===== src/rtl/decode_pipe.sv =====
// MIPS instruction decode stage with valid/ready flow control on both sides.
// Decode is combinational on the incoming word. The decoded bundle is captured
// into either the main register, which drives the outputs, or a one-deep skid
// register that absorbs the word accepted in the same cycle downstream stalls.
//
// Handshake: a transfer happens on a rising edge where valid && ready are both 1.
// The sender holds valid and data steady until that transfer takes place.
// in_ready is a registered term (!skid_valid) and does not depend on out_ready.
// While out_valid && !out_ready, every output stays unchanged.
module decode_pipe #(
  parameter int DATA_WIDTH = 32,
  parameter int ADDR_WIDTH = 32
) (
  input  logic                  clk,
  input  logic                  rst,
  input  logic                  flush,
  input  logic                  in_valid,
  output logic                  in_ready,
  input  logic [31:0]           instruction,
  input  logic [ADDR_WIDTH-1:0] pc_in,
  output logic                  out_valid,
  input  logic                  out_ready,
  output logic [5:0]            op,
  output logic [4:0]            rs,
  output logic [4:0]            rt,
  output logic [4:0]            rd,
  output logic [4:0]            sham,
  output logic [5:0]            funct,
  output logic [15:0]           imm16,
  output logic [25:0]           imm26,
  output logic [1:0]            format,
  output logic [DATA_WIDTH-1:0] imm_ext,
  output logic [ADDR_WIDTH-1:0] jump_target,
  output logic [ADDR_WIDTH-1:0] pc_out
);

  // The instruction fields are kept as the raw word. Only the derived values
  // are stored as separate fields.
  typedef struct packed {
    logic [31:0]           instr;
    logic [1:0]            fmt;
    logic [DATA_WIDTH-1:0] imm_ext;
    logic [ADDR_WIDTH-1:0] jt;
    logic [ADDR_WIDTH-1:0] pc;
  } bundle_t;

  localparam logic [1:0] FMT_R = 2'b00;
  localparam logic [1:0] FMT_I = 2'b01;
  localparam logic [1:0] FMT_J = 2'b10;

  // Bits below the jump region (28 bits) come from imm26; bits above come from pc+4.
  localparam logic [ADDR_WIDTH-1:0] JT_LOW_MASK = ADDR_WIDTH'(28'hFFF_FFFF);

  bundle_t               dec;
  logic [ADDR_WIDTH-1:0] pc_plus4;
  logic [5:0]            dec_op;
  logic [15:0]           dec_imm;

  bundle_t main_q, main_d;
  bundle_t skid_q, skid_d;
  logic    main_valid_q, main_valid_d;
  logic    skid_valid_q, skid_valid_d;

  logic accept;
  logic out_evt;
  logic main_load;

  // Combinational decode of the incoming word and pc.
  always_comb begin
    dec      = '0;
    dec_op   = instruction[31:26];
    dec_imm  = instruction[15:0];
    pc_plus4 = pc_in + ADDR_WIDTH'(32'd4);

    dec.instr = instruction;
    dec.pc    = pc_in;
    dec.jt    = (pc_plus4 & ~JT_LOW_MASK) | ADDR_WIDTH'({instruction[25:0], 2'b00});

    if (dec_op == 6'h00) begin
      dec.fmt = FMT_R;
    end else if (dec_op == 6'h02 || dec_op == 6'h03) begin
      dec.fmt = FMT_J;
    end else begin
      dec.fmt = FMT_I;
    end

    case (dec_op)
      6'h0C, 6'h0D, 6'h0E: dec.imm_ext = DATA_WIDTH'(dec_imm);
      6'h0F:               dec.imm_ext = DATA_WIDTH'({dec_imm, 16'h0000});
      default:             dec.imm_ext = {{(DATA_WIDTH-16){dec_imm[15]}}, dec_imm};
    endcase
  end

  assign in_ready  = !skid_valid_q;
  assign out_valid = main_valid_q;
  assign accept    = in_valid && in_ready;
  assign out_evt   = main_valid_q && out_ready;
  assign main_load = !main_valid_q || out_evt;

  // Next-state logic for the main and skid registers. Flush takes priority.
  always_comb begin
    main_d       = main_q;
    skid_d       = skid_q;
    main_valid_d = main_valid_q;
    skid_valid_d = skid_valid_q;

    if (flush) begin
      main_valid_d = 1'b0;
      skid_valid_d = 1'b0;
    end else if (main_load) begin
      if (skid_valid_q) begin
        // in_ready is low while the skid is full, so no input arrives here.
        main_d       = skid_q;
        main_valid_d = 1'b1;
        skid_valid_d = 1'b0;
      end else if (accept) begin
        main_d       = dec;
        main_valid_d = 1'b1;
      end else begin
        main_valid_d = 1'b0;
      end
    end else if (accept) begin
      skid_d       = dec;
      skid_valid_d = 1'b1;
    end
  end

  // State registers. Reset clears the valid bits and the data.
  always_ff @(posedge clk or posedge rst) begin
    if (rst) begin
      main_q       <= '0;
      skid_q       <= '0;
      main_valid_q <= 1'b0;
      skid_valid_q <= 1'b0;
    end else begin
      main_q       <= main_d;
      skid_q       <= skid_d;
      main_valid_q <= main_valid_d;
      skid_valid_q <= skid_valid_d;
    end
  end

  assign op          = main_q.instr[31:26];
  assign rs          = main_q.instr[25:21];
  assign rt          = main_q.instr[20:16];
  assign rd          = main_q.instr[15:11];
  assign sham        = main_q.instr[10:6];
  assign funct       = main_q.instr[5:0];
  assign imm16       = main_q.instr[15:0];
  assign imm26       = main_q.instr[25:0];
  assign format      = main_q.fmt;
  assign imm_ext     = main_q.imm_ext;
  assign jump_target = main_q.jt;
  assign pc_out      = main_q.pc;

endmodule


===== config.mk =====
export PLATFORM = sky130hd
export DESIGN_NAME = decode_pipe
export DESIGN_NICKNAME = d
export VERILOG_FILES = /design/src/rtl/decode_pipe.sv
export SDC_FILE = /design/constraint.sdc
export NUM_CORES = 1
export LEC_CHECK = 0
export ABC_AREA = 1
export CORE_UTILIZATION = 35
export DETAILED_ROUTE_END_ITERATION = 16
export HOLD_SLACK_MARGIN = 0.06
export PLACE_DENSITY = 0.58
export SLEW_MARGIN = 25
export SYNTH_ARGS = -nofsm -noshare
export SYNTH_HDL_FRONTEND = slang
export SYNTH_SLANG_ARGS = --single-unit

===== constraint.sdc =====
create_clock -name clk -period 18.87 [get_ports clk]
set_input_delay 2.8305 -clock clk [delete_from_list [all_inputs] [get_ports clk]]
set_output_delay 2.8305 -clock clk [all_outputs]
set_load 0.05 [all_outputs]

After elaboration in Yosys (flattened, before gate mapping) --
Cells that the tools add are included.
Word-level totals: input port bits 69, register bits after elaboration 262, output and inout bits 174, word-level logic and storage cells 47
Cells by class: $add $sub $neg 1, mux-type cells 12, bitwise operators 3, eq/ne operators 6, reduce and logical (&&, ||, !) cells 13
Operators with widths (count):
- two-way mux 130 bit | 2
- case mux 32 bit (2 select lines) | 1
- adder 32 x 3 -> 32 bit (second input constant) | 1
- OR 32 x 28 -> 32 bit | 1
- equality test 6 x 4 -> 1 bit (second input constant) | 4
- equality test 6 x 2 -> 1 bit (second input constant) | 2
- two-way mux 1 bit | 7
- zero test 6 bit | 1
- AND reduction 3 bit | 2
- two-way mux 2 bit | 2
- nonzero test 2 bit | 2
- nonzero test 3 bit | 1
- OR reduction 3 bit | 1
- logical AND 1 bit | 2
- zero test 1 bit | 2
- logical OR 1 bit | 2
- NOT 1 bit | 2

Depth between registers and ports, before layout --
Gate-level depths: netlist (run 1).
depth after elaboration 6, gate-level depth with buffers 9

Worst setup path after synthesis (run 1) --
OpenSTA, ideal clock, no wires.
kind register -> output, from register skid_valid_q, to output port in_ready, buffers on the path 2, stages on the path, launching flop included 4, data arrival time 1014 ps, setup slack 15025 ps, path through dfrtp_1 > inv_2 > buf_2 > buf_2
On the way: cells in the longest elaborated chain, start to end 1
RTL lines:
- from (decl) | RTL line 62 | logic skid_valid_q, skid_valid_d;
- from (signal assigned) | RTL line 139 | skid_valid_q <= skid_valid_d;
- zero test 1 bit | RTL line 94 | assign in_ready = !skid_valid_q;
- to (decl) | RTL line 18 | output logic in_ready,
Every way passes these cells.

Worst setup path after layout (run 1) --
Ends and elaborated chain as after synthesis.

==> results_dict.tcl, run 1 <==
set metrics [dict create \
    min_period_ns 5.43 \
    num_antenna_cells 0 \
    rsz0062_at_grt "no" \
    initial_utilization 0.359 \
    finalClockSkew_ns 0.0178 \
    num_vias 7941 \
    grt_pass1_wl_mm 41.3 \
    cts.path.max_buffers 3 \
    insertion_delay_ns 0.52 \
    timing.critical_path.required_ns 16.04 \
    maxSlewViolCount 0 \
    ff2ff_path_depth 6 \
    drt_iter0_drc 461 \
    final.setup.tns_ns 0 \
    numCtsBuffers 23 \
    layout_commonest_cell "nand2_1" \
    rrSetupSlack_ns 15.65 \
    max_clock_freq_mhz 184 \
    overflow 0 \
    critPathLaunchType "register" \
    synth.distinct_cells 23 \
    crit_arrival_ns 2.60 \
    end_kind "output port" \
    fillers 2632 \
    cp_max_fo 69 \
    cts-root-buf "clkbuf_16" \
    fin_util 0.464 \
    cts_num_sinks 206 \
    num_rows 60 \
    yosysSeqAreaShare 0.530 \
    drive_gt1_frac 0.0443 \
    slew-limit-headroom 0.417 \
    syn_area_um2 9720 \
    track_usage 0.181 \
    viasPerCell 4.66 \
    drt_drc_violations_left 0 \
    p_leak_nw 5.91 \
    min_path_cells 2 \
    die_w_um 169 \
    core_um2 27100 \
    die_area_um2 28500 \
    routed_wl_mm 25.6 \
    port_buffers 240 \
    drt.antenna.violating_nets 0 \
    r2r-start "skid_valid_q" \
    ctsHoldBuffers 0 \
    ys_warn_count 0 \
    hp-start "skid_q[127]" \
    dp_hpwl_mm 16.8 \
    ys_ff_latch 206 \
    gp_congestion 0.768 \
    syn_avg_cell_area_um2 8.25 \
    setup-violations-final 0 \
    outcome "finished clean" \
    nets 1383 \
    path_clk_slew_ns 0.06 \
    io-pin-count 243 \
    finalHoldViolations 0 \
    area_delta_synth_final_pct 29.2 \
    critical_path_class "reg -> out" \
    tightest_slew_ns 0.874 \
    peakVddDrop_v 0.0000492 \
    drt_pass1_iterations 5 \
    cap_violations 0 \
    syn_inst 1179 \
    antenna_found_initial 0 \
    min_path_type "reg -> reg" \
    cts.repair.resized 0 \
    r2r-end "skid_q[8]" \
    hold_end "skid_q[127]" \
    grt_max_degree 97 \
    final_cell_mix "361 x nand2_1, 240 x clkdlybuf4s50_1, 209 x o21ai_0" \
    cts_post_setup_buffers_inserted 0 \
    htreeDepth 1 \
    wl_per_cell_um 15.0 \
    fin_crit_sh 0.288 \
    fp.dieH_um 169 \
    grt_pass1_vias 7559 \
    power.density_nw_per_um2 124 \
    cts_tree "built" \
]
## worst max-delay path by stage
stage / startpoint / to / cells past startpoint / slack [ns]
floorplan: rst / format[0] / 1 / 10.42
global placement: out_ready / imm_ext[14] / 8 / 13.58
detailed placement: out_ready / imm_ext[30] / 8 / 13.55
CTS: skid_valid_q / in_ready / 3 / 13.39
global route: skid_valid_q / in_ready / 3 / 13.28
finish: skid_valid_q / in_ready / 3 / 13.44
## stage by stage
stage	setup slack, ns	instance area, um2	hold WS [ns]	instances	power (mW)
2_1_floorplan	10.42	9730	0.444	1180	0.943
3_3_place_gp	13.58	11700	0.459	1661	1.08
3_5_place_dp	13.55	11700	0.461	1661	1.08
4_1_cts	13.39	12600	0.477	1703	1.57
5_1_grt	13.28	12600	0.492	1703	1.63
6_report	13.44	12600	0.478	1703	1.55
## metal layers
metal,global-route usage,routed length (um),vias to the layer above
met5,0,0,-
met4,0.0447,472,0
met3,0.0306,1330,32
met2,0.283,11500,218
met1,0.260,12300,3713
li1,-,-,3978
## synth_stat cells
| master | number | area, um2 |
|---|---|---|
| nor3_1 | 1 | 5.00 |
| conb_1 | 1 | 3.75 |
| inv_1 | 84 | 315 |
| nand3_1 | 8 | 40.0 |
| nor2_1 | 42 | 158 |
| buf_4 | 73 | 548 |
| dfrtp_1 | 206 | 5150 |
| inv_2 | 3 | 11.3 |
| o21a_1 | 17 | 128 |
| nand2_4 | 1 | 11.3 |
| nand2_1 | 362 | 1360 |
| buf_2 | 29 | 145 |
| nand4_1 | 2 | 12.5 |
| o21ai_1 | 68 | 340 |
| nand4_4 | 1 | 21.3 |
| clkbuf_2 | 2 | 10.0 |
| o21ai_2 | 1 | 8.76 |
| nor2_2 | 2 | 12.5 |
| clkbuf_1 | 21 | 78.8 |
| a2bb2oi_1 | 1 | 8.76 |
| buf_6 | 13 | 146 |
| a21oi_1 | 32 | 160 |
| o21ai_0 | 209 | 1050 |
## kinds of logic after synthesis
logic type / after synthesis / synth area share
compound gates: 328 / 0.174
buf+inv: 225 / 0.129
flops: 206 / 0.530
other cells: 1 / 0.000386
simple gates: 419 / 0.166
## state kept, by name (all words and copies together), names as in the netlist, 2 cells and up
register / cells
imm16: 10
pc_out: 32
format: 2
skid_q: 102
funct: 6
imm_ext: 32
jump_target: 4
imm26: 10
op: 6
## worst max-delay path, stage by stage, from the launching register on
cell and delay, ns:
dfrtp_2 0.34, buf_4 0.56, inv_4 0.35, clkdlybuf4s50_1 0.81
## cell type report
class,instances,area [um2],share of cell area
Sequential cell,206,5160,0.410
Clock inverter,7,91.3,0.00727
Clock buffer,35,731,0.0582
Multi-Input combinational cell,749,3330,0.265
Inverter,87,337,0.0268
Tap cell,372,465,0.0370
Timing Repair Buffer,247,2450,0.195
## report_power, final
part	internal [mW]	switching (mW)	leakage, nW
registers	0.533	0.0538	2.55
logic	0.158	0.328	2.95
clock network	0.294	0.184	0.408
(Power assumes the default switching activity.)
==> run 2: changes to the inputs <==
--- a/config.mk
+++ b/config.mk
@@ -9,7 +9,7 @@
 export CORE_UTILIZATION = 35
 export DETAILED_ROUTE_END_ITERATION = 16
 export HOLD_SLACK_MARGIN = 0.06
-export PLACE_DENSITY = 0.58
+export PLACE_DENSITY = 0.6
 export SLEW_MARGIN = 25
 export SYNTH_ARGS = -nofsm -noshare
 export SYNTH_HDL_FRONTEND = slang
==> constraint.sdc (replaced) <==
create_clock -name clk -period 4.5 [get_ports clk]
set_input_delay 0.675 -clock clk [delete_from_list [all_inputs] [get_ports clk]]
set_output_delay 0.675 -clock clk [all_outputs]
set_load 0.05 [all_outputs]
==> run 2 against run 1 <==
  * Sequential cell count unchanged
  * Worst setup slack got worse by 12 ns
  * Design area fell by 0.75%
  * Hold slack hardly changed
  * Clock power increased to 3.7 times the previous value
  * Utilization is 0.35 points lower
  * First-iteration DRC count increased by 23%
  * Sequential share of layout area increased by 0.31 points
  * Global-route usage down 0.10 points
  * Power grew to 4.1 times the previous value
  * Die area unchanged
  * Highest routed layer unchanged
==> results_dict.tcl, run 2 (synthesis gave the netlist of run 1 again) <==
set metrics [dict create \
    gp_congestion 0.783 \
    cts-root-buf "clkbuf_16" \
    min_period_ns 2.95 \
    overflow 0 \
    r2r-end "imm_ext[25]" \
    drt.antenna.violating_nets 0 \
    power.density_nw_per_um2 504 \
    largest_reg_flops 102 \
    timing.critical_path.required_ns 3.83 \
    cp_slowest_stage_delay_ns 0.94 \
    die_area_um2 28500 \
    min_path_type "reg -> reg" \
    ctsHoldBuffers 0 \
    grt_pass1_wl_mm 41.0 \
    p_leak_nw 5.85 \
    crit_arrival_ns 2.28 \
    finalHoldViolations 0 \
    grt_max_degree 129 \
    cap_violations 0 \
    nets 1383 \
    cts.path.max_buffers 3 \
    drt_pass1_iterations 6 \
    hp-start "skid_q[113]" \
    final_cell_mix "361 x nand2_1, 240 x clkdlybuf4s50_1, 209 x o21ai_0" \
    num_vias 7983 \
    rrSetupSlack_ns 1.64 \
    max_clock_freq_mhz 339 \
    drive_gt1_frac 0.0383 \
    critPathBufInv 2 \
    drt_iter0_drc 566 \
    antenna_found_initial 2 \
    cts_num_sinks 206 \
    num_rows 60 \
    cp_max_fo 52 \
    port_buffers 240 \
    crit_family "buffers and inverters" \
    place_area_um2 11800 \
    tightest_slew_ns 0.876 \
    maxSlewViolCount 0 \
    grt_pass1_vias 7478 \
    design_area_um2 12500 \
    critPathLaunchType "register" \
    path_clk_slew_ns 0.06 \
    min_path_cells 2 \
    layout_commonest_cell "nand2_1" \
    r2r-start "skid_valid_q" \
    insertion_delay_ns 0.51 \
    track_usage 0.180 \
    area_delta_synth_final_pct 28.2 \
    end_kind "output port" \
    outcome "finished clean" \
    hold_end "skid_q[113]" \
    die_w_um 169 \
    cts_tree "built" \
    setup-violations-final 0 \
    initial_utilization 0.359 \
    core_um2 27100 \
    peakVddDrop_v 0.000239 \
    critical_path_class "reg -> out" \
    fin_crit_sh 0.656 \
    htreeDepth 1 \
    fp.dieH_um 169 \
    drt_drc_violations_left 0 \
    slew-limit-headroom 0.415 \
    cp_cell_sequence "inv_4, clkdlybuf4s50_1" \
    ff2ff_path_depth 7 \
    cts.repair.resized 0 \
    finalClockSkew_ns 0.00902 \
    fin_ws_ns 1.55 \
    dp_hpwl_mm 16.7 \
    viasPerCell 4.68 \
    routed_wl_mm 25.3 \
    io-pin-count 243 \
    final.setup.tns_ns 0 \
    wl_per_cell_um 14.8 \
    rsz0062_at_grt "no" \
    largest-register "skid_q" \
    cts_post_setup_buffers_inserted 0 \
    numCtsBuffers 23 \
    dp_slack_ns 1.39 \
    crit_slowest_cell "clkdlybuf4s50_1" \
]
[run 2: report_power, final]
part / switching [mW] / leakage, nW / internal [mW]
Clock: 0.748 / 0.349 / 1.03
Combinational: 1.37 / 2.95 / 0.666
Sequential: 0.226 / 2.55 / 2.24
[run 2: metal layers]
metal,GRT usage,wire [um]
met4,0.0569,588
met2,0.284,11600
met3,0.0295,1340
met5,0,0
met1,0.252,11800
[run 2: layout make-up]
class / count / area, um2
fillers: 2689 / 14600
flip-flops and latches: 206 / 5160
clock buffers: 33 / 633
repair buffers: 247 / 2480
multi-input cells: 749 / 3330
diodes: 2 / 5.00
clock inverters: 8 / 68.8
well taps: 372 / 465
inverters: 87 / 333
[run 2: tightest hold or removal path: stages, from the launching register on]
cell	delay, ns
dfrtp_1	0.34
nand2_1	0.05
o21ai_0	0.06
[run 2: through the flow]
stage | hold slack (ns) | power (mW) | instances | utilization
5_1_grt | 0.498 | 6.61 | 1704 | 0.460
3_5_place_dp | 0.465 | 4.55 | 1661 | 0.434
4_1_cts | 0.481 | 6.36 | 1702 | 0.460
2_1_floorplan | 0.444 | 3.95 | 1180 | -
3_3_place_gp | 0.461 | 4.52 | 1661 | 0.434
6_report | 0.479 | 6.29 | 1704 | 0.460
[run 2: worst max path at each step]
stage / start / to / cells after the start
after floorplan: rst / format[0] / 1
after global placement: in_valid / imm_ext[25] / 7
after detailed placement: out_ready / skid_q[85] / 5
after CTS: skid_valid_q / in_ready / 2
after global routing: skid_valid_q / format[0] / 7
final: skid_valid_q / in_ready / 2
==> run 3: changes to the inputs <==
--- a/config.mk
+++ b/config.mk
@@ -9,7 +9,7 @@
 export CORE_UTILIZATION = 35
 export DETAILED_ROUTE_END_ITERATION = 16
 export HOLD_SLACK_MARGIN = 0.06
-export PLACE_DENSITY = 0.6
+export PLACE_DENSITY = 0.58
 export SLEW_MARGIN = 25
 export SYNTH_ARGS = -nofsm -noshare
 export SYNTH_HDL_FRONTEND = slang
==> constraint.sdc (replaced) <==
create_clock -name clk -period 2.9 [get_ports clk]
set_input_delay 0.435 -clock clk [delete_from_list [all_inputs] [get_ports clk]]
set_output_delay 0.435 -clock clk [all_outputs]
set_load 0.05 [all_outputs]
==> run 3 against run 2 <==
  * Critical endpoint unchanged
  * Sequential power is 55% higher
  * First-iteration DRC count is 24% higher
  * Worst setup slack worse by 1.0 ns
  * Sequential share of layout area is 0.74 points lower
  * Final cell count is 0.53% higher
  * Global-route usage hardly changed
  * Critical path type unchanged
  * Die area stayed put
  * Critical path depth stayed put
  * Utilization is 0.84 points higher
  * Sequential cell count stayed put
  * Hold slack worse by 0.16 ns
==> results_dict.tcl, run 3 (synthesis gave the netlist of run 1 again) <==
set metrics [dict create \
    largest_reg_flops 102 \
    dp_cells 1670 \
    cp_max_fo 12 \
    p_leak_nw 5.97 \
    drt.antenna.violating_nets 0 \
    num_antenna_cells 0 \
    antenna_found_initial 0 \
    cap_violations 0 \
    layout.cells.non_filler 1713 \
    grt_pass1_vias 7383 \
    largest-register "skid_q" \
    routed_wl_mm 25.6 \
    fin_hold_ws_ns 0.315 \
    cts_post_setup_buffers_inserted 0 \
    finalClockSkew_ns 0.0198 \
    die_area_um2 28500 \
    timing.critical_path.required_ns 2.47 \
    dp_hpwl_mm 17.3 \
    critPathLaunchType "register" \
    power_mw 9.95 \
    drt_pass1_iterations 5 \
    overflow 0 \
    path_clk_slew_ns 0.06 \
    setup-violations-final 0 \
    final_cell_mix "362 x nand2_1, 240 x clkdlybuf4s50_1, 209 x o21ai_0" \
    end_kind "output port" \
    io-pin-count 243 \
    power.density_nw_per_um2 784 \
    grt_max_degree 89 \
    peakVddDrop_v 0.000301 \
    critical_path_class "reg -> out" \
    core_um2 27100 \
    max_clock_freq_mhz 418 \
    ctsHoldBuffers 0 \
    cts.path.max_buffers 3 \
    num_vias 7922 \
    track_usage 0.179 \
    outcome "finished clean" \
    layout_commonest_cell "nand2_1" \
    final.setup.tns_ns 0 \
    drt_iter0_drc 700 \
    maxSlewViolCount 0 \
    min_path_type "in -> async" \
    cts_tree "built" \
    crit_arrival_ns 1.96 \
    initial_utilization 0.359 \
    port_buffers 240 \
    num_rows 60 \
    area_delta_synth_final_pct 30.6 \
    cts.repair.resized 0 \
    drt_drc_violations_left 0 \
    fp.dieH_um 169 \
    numCtsBuffers 24 \
    gp_congestion 0.760 \
    rsz0062_at_grt "no" \
    grt_pass1_wl_mm 40.9 \
    cts-root-buf "clkbuf_16" \
    fin_crit_sh 0.826 \
    insertion_delay_ns 0.52 \
    nets 1393 \
    finalHoldViolations 0 \
    cts_num_sinks 206 \
    viasPerCell 4.62 \
    tightest_slew_ns 0.650 \
    wl_per_cell_um 14.9 \
    min_period_ns 2.40 \
    htreeDepth 1 \
    die_w_um 169 \
    drive_gt1_frac 0.0485 \
    slew-limit-headroom 0.567 \
]
run 3: area by class of cell:
cell class	instances	area, um2
clock buffer	37	739
clock inverter	6	41.3
fill	2620	14400
inverter	87	333
multi-input combinational	749	3330
sequential	206	5160
tap	372	465
timing repair buffer	256	2640
run 3: metrics by stage:
stage,area [um2],setup WS [ns],utilization
floorplan,9730,-0.207,-
global placement,11900,0.618,0.440
detailed placement,11900,0.531,0.440
CTS,12700,0.472,0.469
global route,12700,0.437,0.469
finish,12700,0.505,0.469
run 3: worst paths after layout:
kind,start,to,slack [ns],cells past startpoint
setup / recovery,skid_valid_q,in_ready,0.50,2
hold / removal,rst,skid_q[124],0.31,2
setup reg to reg,skid_valid_q,skid_q[60],0.99,4
hold reg to reg,skid_q[8],skid_q[8],0.48,2
min in group clk,skid_q[8],skid_q[8],0.48,2
max in group asynchronous,rst,pc_out[3],1.87,3
run 3: worst max-delay path, stage by stage (launching register included):
cell             delay, ns
dfrtp_2               0.44
inv_4                 0.17
clkdlybuf4s50_1       0.84
run 3: metal layers:
layer,vias up,share of wire,global-route usage
met5,-,0,0
met4,0,0.013,0.0375
met3,23,0.051,0.0304
met2,221,0.46,0.285
met1,3681,0.48,0.257
li1,3997,-,-
run 3: report_power, final:
part	switching (mW)	total, mW	internal [mW]
Combinational	2.14	3.19	1.05
Sequential	0.344	3.81	3.47
Clock	1.20	2.95	1.75
Total	3.68	9.95	6.27
==> variant 1: new RTL, flow settings as in run 2 <==
The parameter `ADDR_WIDTH` goes from 32 to 28.
--- a/src/rtl/decode_pipe.sv
+++ b/src/rtl/decode_pipe.sv
@@ -9,7 +9,7 @@
 // While out_valid && !out_ready, every output stays unchanged.
 module decode_pipe #(
   parameter int DATA_WIDTH = 32,
-  parameter int ADDR_WIDTH = 32
+  parameter int ADDR_WIDTH = 28
 ) (
   input  logic                  clk,
   input  logic                  rst,
Ports: changed (resized jump_target, pc_in and pc_out); port bits go from 243 to 231. The function was not compared with the original's and may differ.
==> variant 1 against run 2 <==
  * Total power shrank 9.8%
  * Non-clock buffer count shrank 7
  * Sequential power is 8.1% lower
  * Cell area decreased by 7.0%
  * Wire length shrank 9.5%
  * Count of clock-buffer cells in the layout shrank 15
  * Setup slack improved by 260 ps
  * Synthesized area is 6.5% lower
  * Core utilization shrank 0.21 points
  * Sequential cell count decreased by 16
  * Highest routed layer unchanged
==> variant 1: results (changes against run 2) <==
stage;metric;value;unit;change
clock_tree;post_cts_resized;0;;unchanged
clock_tree;clkLatencyLatePin;430;ps;was 510 ps
placed_design;dp_hpwl;14800;µm;was 16700 µm
hold_path;hp-class;flip-flop to flip-flop;;unchanged
clock_tree;cts-root-buf;clkbuf_16;;unchanged
global_routing;grt_util_all_layers;0.178;;was 0.180
global_routing;grt_pass1_wl;37100;µm;was 41000 µm
sta;slew_headroom;0.356;;was 0.415
global_routing;antenna_found_initial;0;;was 2
finish;layout-drive-gt1-share;0.0429;;was 0.0383
yosys;yosys-top-cells-count;nand2_1 (528), dfrtp_1 (190), buf_4 (75);;was nand2_1 (362), o21ai_0 (209), dfrtp_1 (206)
drt;drt_wl_total;22900;µm;was 25300 µm
drt;vias;7364;;was 7983
finish;antenna_cells;0;;was 2
yosys;synth_cell_types;19;;was 23
drt;detailedRoute.firstPassIterationCount;5;;was 6
clock_tree;cts_setup_buffers;0;;unchanged
yosys;ys_warn_count;0;;unchanged
finish;largest_reg_flops;94;;was 102
worst_setup_path;cp.arrival;3010;ps;was 2280 ps
yosys;synthArstFlopShare;1.00;;unchanged
worst_setup_path;crit_slowest_cell;buf_4;;was clkdlybuf4s50_1
global_routing;grt_max_degree;112;;was 129
run_status;status;completed;;unchanged
clock_tree;clkTransAtPathRegs;70;ps;
sta;worstMarginPinSlew;964;ps;was 876 ps
drt;drt-initial-drc-count;501;;was 566
finish;final_nets;1357;;was 1383
worst_setup_path;crit_fanout;78;;was 52
yosys;synth_area_leaders;dfrtp_1 (52%), nand2_1 (22%), buf_4 (6.2%);;was dfrtp_1 (53%), nand2_1 (14%), o21ai_0 (11%)
power_and_ir_drop;p_leak;5.81;nW;was 5.85 nW
clock_tree;holdBufCountCts;0;;unchanged
clock_tree;htreeDepth;4;;was 1
sta;fin_skew;10.0;ps;was 9.02 ps
drt;drc_errors;0;;unchanged
worst_setup_path;cp_top_family;buffers and inverters;;unchanged
worst_setup_path;max_stage_delay;730;ps;was 940 ps
power_and_ir_drop;vdd_drop_max;0.000211;V;was 0.000239 V
clock_tree;cts_buffers;17;;was 23
finish;regMostFlops;skid_q;;unchanged
clock_tree;clockBufferDepth;2;;was 3
placed_design;post-place-ws;1350;ps;was 1390 ps
global_routing;grt_pass1_vias;7032;;was 7478
placed_design;io_buffers;228;;was 240
yosys;ys_seq_area_frac;0.523;;was 0.530
placed_design;gp_congestion;0.756;;was 0.783
drt;antenna_left;0;;unchanged
-- variant 1: final cells by class --
cell class	count	area (µm²)
Inverter	67	256
Fill cell	2509	13700
Tap cell	330	413
Multi-Input combinational cell	776	3180
Sequential cell	190	4760
Timing Repair Buffer	240	2420
Clock buffer	18	439
Clock inverter	14	126
-- variant 1: worst register-to-register path, delay by kind of cell (launching register included) --
family | cells | cell delay [ps]
DFF | 1 | 510
AOI/OAI and AO/OA | 1 | 210
buffers and inverters | 2 | 1300
and+or+nand+nor | 3 | 280
-- variant 1: cells by family (layout without fill, tap and decap cells) --
kind of cell / Yosys count / in the layout / synth area share
and+or+nand+nor: 633 / 633 / 0.270
DFF: 190 / 190 / 0.523
other: 1 / 2 / 0.000413
AOI/OAI and AO/OA: 141 / 141 / 0.0785
buffers and inverters: 204 / 339 / 0.128
-- variant 1: worst paths after layout --
| path | to | from | cells past startpoint | slack, ps |
|---|---|---|---|---|
| min in group asynchronous | skid_q[112] | rst | 3 | 740 |
| min | imm_ext[1] | imm_ext[1] | 2 | 480 |
| min reg2reg | imm_ext[1] | imm_ext[1] | 2 | 480 |
| max | imm_ext[12] | in_valid | 7 | 1810 |
| max in group asynchronous | skid_valid_q | rst | 3 | 3170 |
| max reg2reg | imm_ext[12] | skid_valid_q | 6 | 2090 |
-- variant 1: per-layer routing --
layer  up-vias  wire, µm  global-route usage
met5         -         0                   0
met4         0       355              0.0578
met3        23      1250              0.0363
met2       197     10300               0.279
met1      3384     11000               0.247
li1       3760         -                   -
-- variant 1: stage by stage --
step	std cells	hold WS, ps	area (µm²)	util
6_report	1635	477	11600	0.458
5_1_grt	1635	509	11600	0.458
4_1_cts	1635	484	11600	0.458
3_5_place_dp	1603	464	11000	0.436
3_3_place_gp	1602	461	11000	0.435
2_1_floorplan	1170	449	9090	-
-- variant 1: power by group --
group          total, mW  internal [mW]  switching, mW  leakage, nW
clock               1.47          0.745          0.725        0.275
combinational       1.94          0.636           1.30         3.15
sequential          2.26           2.04          0.215         2.38
total               5.67           3.43           2.24         5.81
==> variant 2: new RTL, settings of run 2 <==
Without the edit above. Reset style: synchronous (`rst`), changed in one clocked block.
--- a/src/rtl/decode_pipe.sv
+++ b/src/rtl/decode_pipe.sv
@@ -126,7 +126,7 @@
   end
 
   // State registers. Reset clears the valid bits and the data.
-  always_ff @(posedge clk or posedge rst) begin
+  always_ff @(posedge clk) begin
     if (rst) begin
       main_q       <= '0;
       skid_q       <= '0;
Behaviour: differs if rst is asserted again (counterexample within 4 cycles, from zero or initial values and one cycle with rst high); with rst held inactive, the same outputs for 4 cycles.
==> variant 2 against run 2 <==
  * Sequential share of layout area is 6.6 points lower
  * Cell area is 4.8% lower
  * Wire length is 6.4% higher
  * Synthesized area is 7.1% lower
  * Setup slack worse by 510 ps
  * Via count is 4.5% higher
  * Sequential cell count stayed put
  * Clock skew is 1.1 ps lower
  * Synthesized cell count is 4.3% higher
  * Non-clock buffer count is 3 higher
  * Critical endpoint unchanged
Power is not compared: it rests on default switching activity, and its combinational part moved more than twofold at a synthesized area within 25%.
==> variant 2: results (changes against run 2) <==
stage;metric;value;unit;change
placed_design;gp_congestion;0.817;;was 0.783
clock_tree;post_cts_resized;0;;unchanged
clock_tree;cts_buffers;24;;was 23
clock_tree;cts-root-buf;clkbuf_16;;unchanged
yosys;synthArstFlopShare;0;;was 1.00
global_routing;grt_max_degree;86;;was 129
drt;drt_wl_total;26900;µm;was 25300 µm
finish;layout-drive-gt1-share;0.0550;;was 0.0383
global_routing;grt_util_all_layers;0.199;;was 0.180
yosys;yosys-top-cells-count;nand2_1 (220), dfxtp_1 (206), o21ai_0 (203);;was nand2_1 (362), o21ai_0 (209), dfrtp_1 (206)
run_status;status;completed;;unchanged
finish;largest_reg_flops;102;;unchanged
global_routing;grt_pass1_wl;42300;µm;was 41000 µm
global_routing;grt_pass1_vias;7614;;was 7478
yosys;ys_warn_count;0;;unchanged
yosys;synth_cell_types;28;;was 23
placed_design;post-place-ws;953;ps;was 1390 ps
yosys;synth_area_leaders;dfxtp_1 (46%), o21ai_0 (11%), nand2_1 (9.1%);;was dfrtp_1 (53%), nand2_1 (14%), o21ai_0 (11%)
yosys;synthAdderAreaFrac;0;;unchanged
finish;final_nets;1415;;was 1383
clock_tree;cts_setup_buffers;0;;unchanged
finish;regMostFlops;skid_q;;unchanged
global_routing;antenna_found_initial;0;;was 2
sta;worstMarginPinSlew;801;ps;was 876 ps
worst_setup_path;crit_fanout;43;;was 52
drt;viasPerCell;4.92;;was 4.68
yosys;synthFlopType;dfxtp_1;;was dfrtp_1
power_and_ir_drop;vdd_drop_max;0.000238;V;
hold_path;hp-class;flip-flop to flip-flop;;unchanged
drt;detailedRoute.firstPassIterationCount;4;;was 6
sta;fin_skew;7.93;ps;was 9.02 ps
worst_setup_path;reg2reg_depth;7;;unchanged
clock_tree;clkTransAtPathRegs;60;ps;about the same
finish;antenna_cells;0;;was 2
finish;fillers;2520;;was 2689
yosys;synth-compound-area-share;0.245;;was 0.174
yosys;ys_seq_area_frac;0.457;;was 0.530
worst_setup_path;cp.arrival;2790;ps;was 2280 ps
clock_tree;htreeDepth;1;;unchanged
drt;drt-initial-drc-count;530;;was 566
placed_design;dp_hpwl;17000;µm;was 16700 µm
==> variant 2: worst paths after layout <==
| path | startpoint | to | slack [ps] |
|---|---|---|---|
| worst min-delay path | skid_q[125] | skid_q[125] | 450 |
| worst max-delay path | skid_valid_q | in_ready | 1040 |
| worst max register to register | skid_valid_q | skid_q[60] | 1660 |
| worst min register to register | skid_q[125] | skid_q[125] | 450 |
==> variant 2: layer usage <==
| metal | routed length [µm] | part of all wire | up-vias | global-route usage |
|---|---|---|---|---|
| li1 | - | - | 4235 | - |
| met1 | 12600 | 0.47 | 3815 | 0.275 |
| met2 | 11800 | 0.44 | 260 | 0.312 |
| met3 | 1960 | 0.073 | 29 | 0.0443 |
| met4 | 499 | 0.019 | 0 | 0.0484 |
| met5 | 0 | 0 | - | 0 |
==> variant 2: stage by stage <==
| step | instance area [µm²] | cells | power [mW] |
|---|---|---|---|
| after floorplan | 9040 | 1231 | 2.61 |
| after global placement | 11000 | 1650 | 2.89 |
| after detailed placement | 11000 | 1650 | 2.90 |
| after CTS | 11900 | 1694 | 5.01 |
| after global routing | 11900 | 1694 | 5.16 |
| final | 11900 | 1694 | 4.96 |
==> variant 2: area by class of cell <==
cell class,count,area (µm²),share of cell area
inverter,73,283,0.0238
multi-input combinational,791,3690,0.311
tap,330,413,0.0348
clock buffer,35,733,0.0618
sequential,206,4130,0.348
clock inverter,9,138,0.0116
timing repair buffer,250,2490,0.210
==> variant 2: power breakdown <==
part / internal, mW / leakage (nW) / total [mW] / switching (mW)
Sequential: 1.90 / 1.68 / 1.95 / 0.0521
Combinational: 0.294 / 2.73 / 0.902 / 0.608
Clock: 1.31 / 0.433 / 2.10 / 0.796
Total: 3.50 / 4.84 / 4.96 / 1.46
==> variant 2: cell families (layout without fill, tap and decap cells) <==
family / Yosys count / after routing
AND/OR/NAND/NOR: 371 / 371
AO/OA/AOI/OAI: 418 / 418
flip-flops: 206 / 206
buffers and inverters: 234 / 367
other: 1 / 2
==> variant 2: worst max-delay path: stages, from the launching register on <==
cell and delay [ps]:
dfxtp_4 710, clkinv_2 670, clkdlybuf4s50_1 890
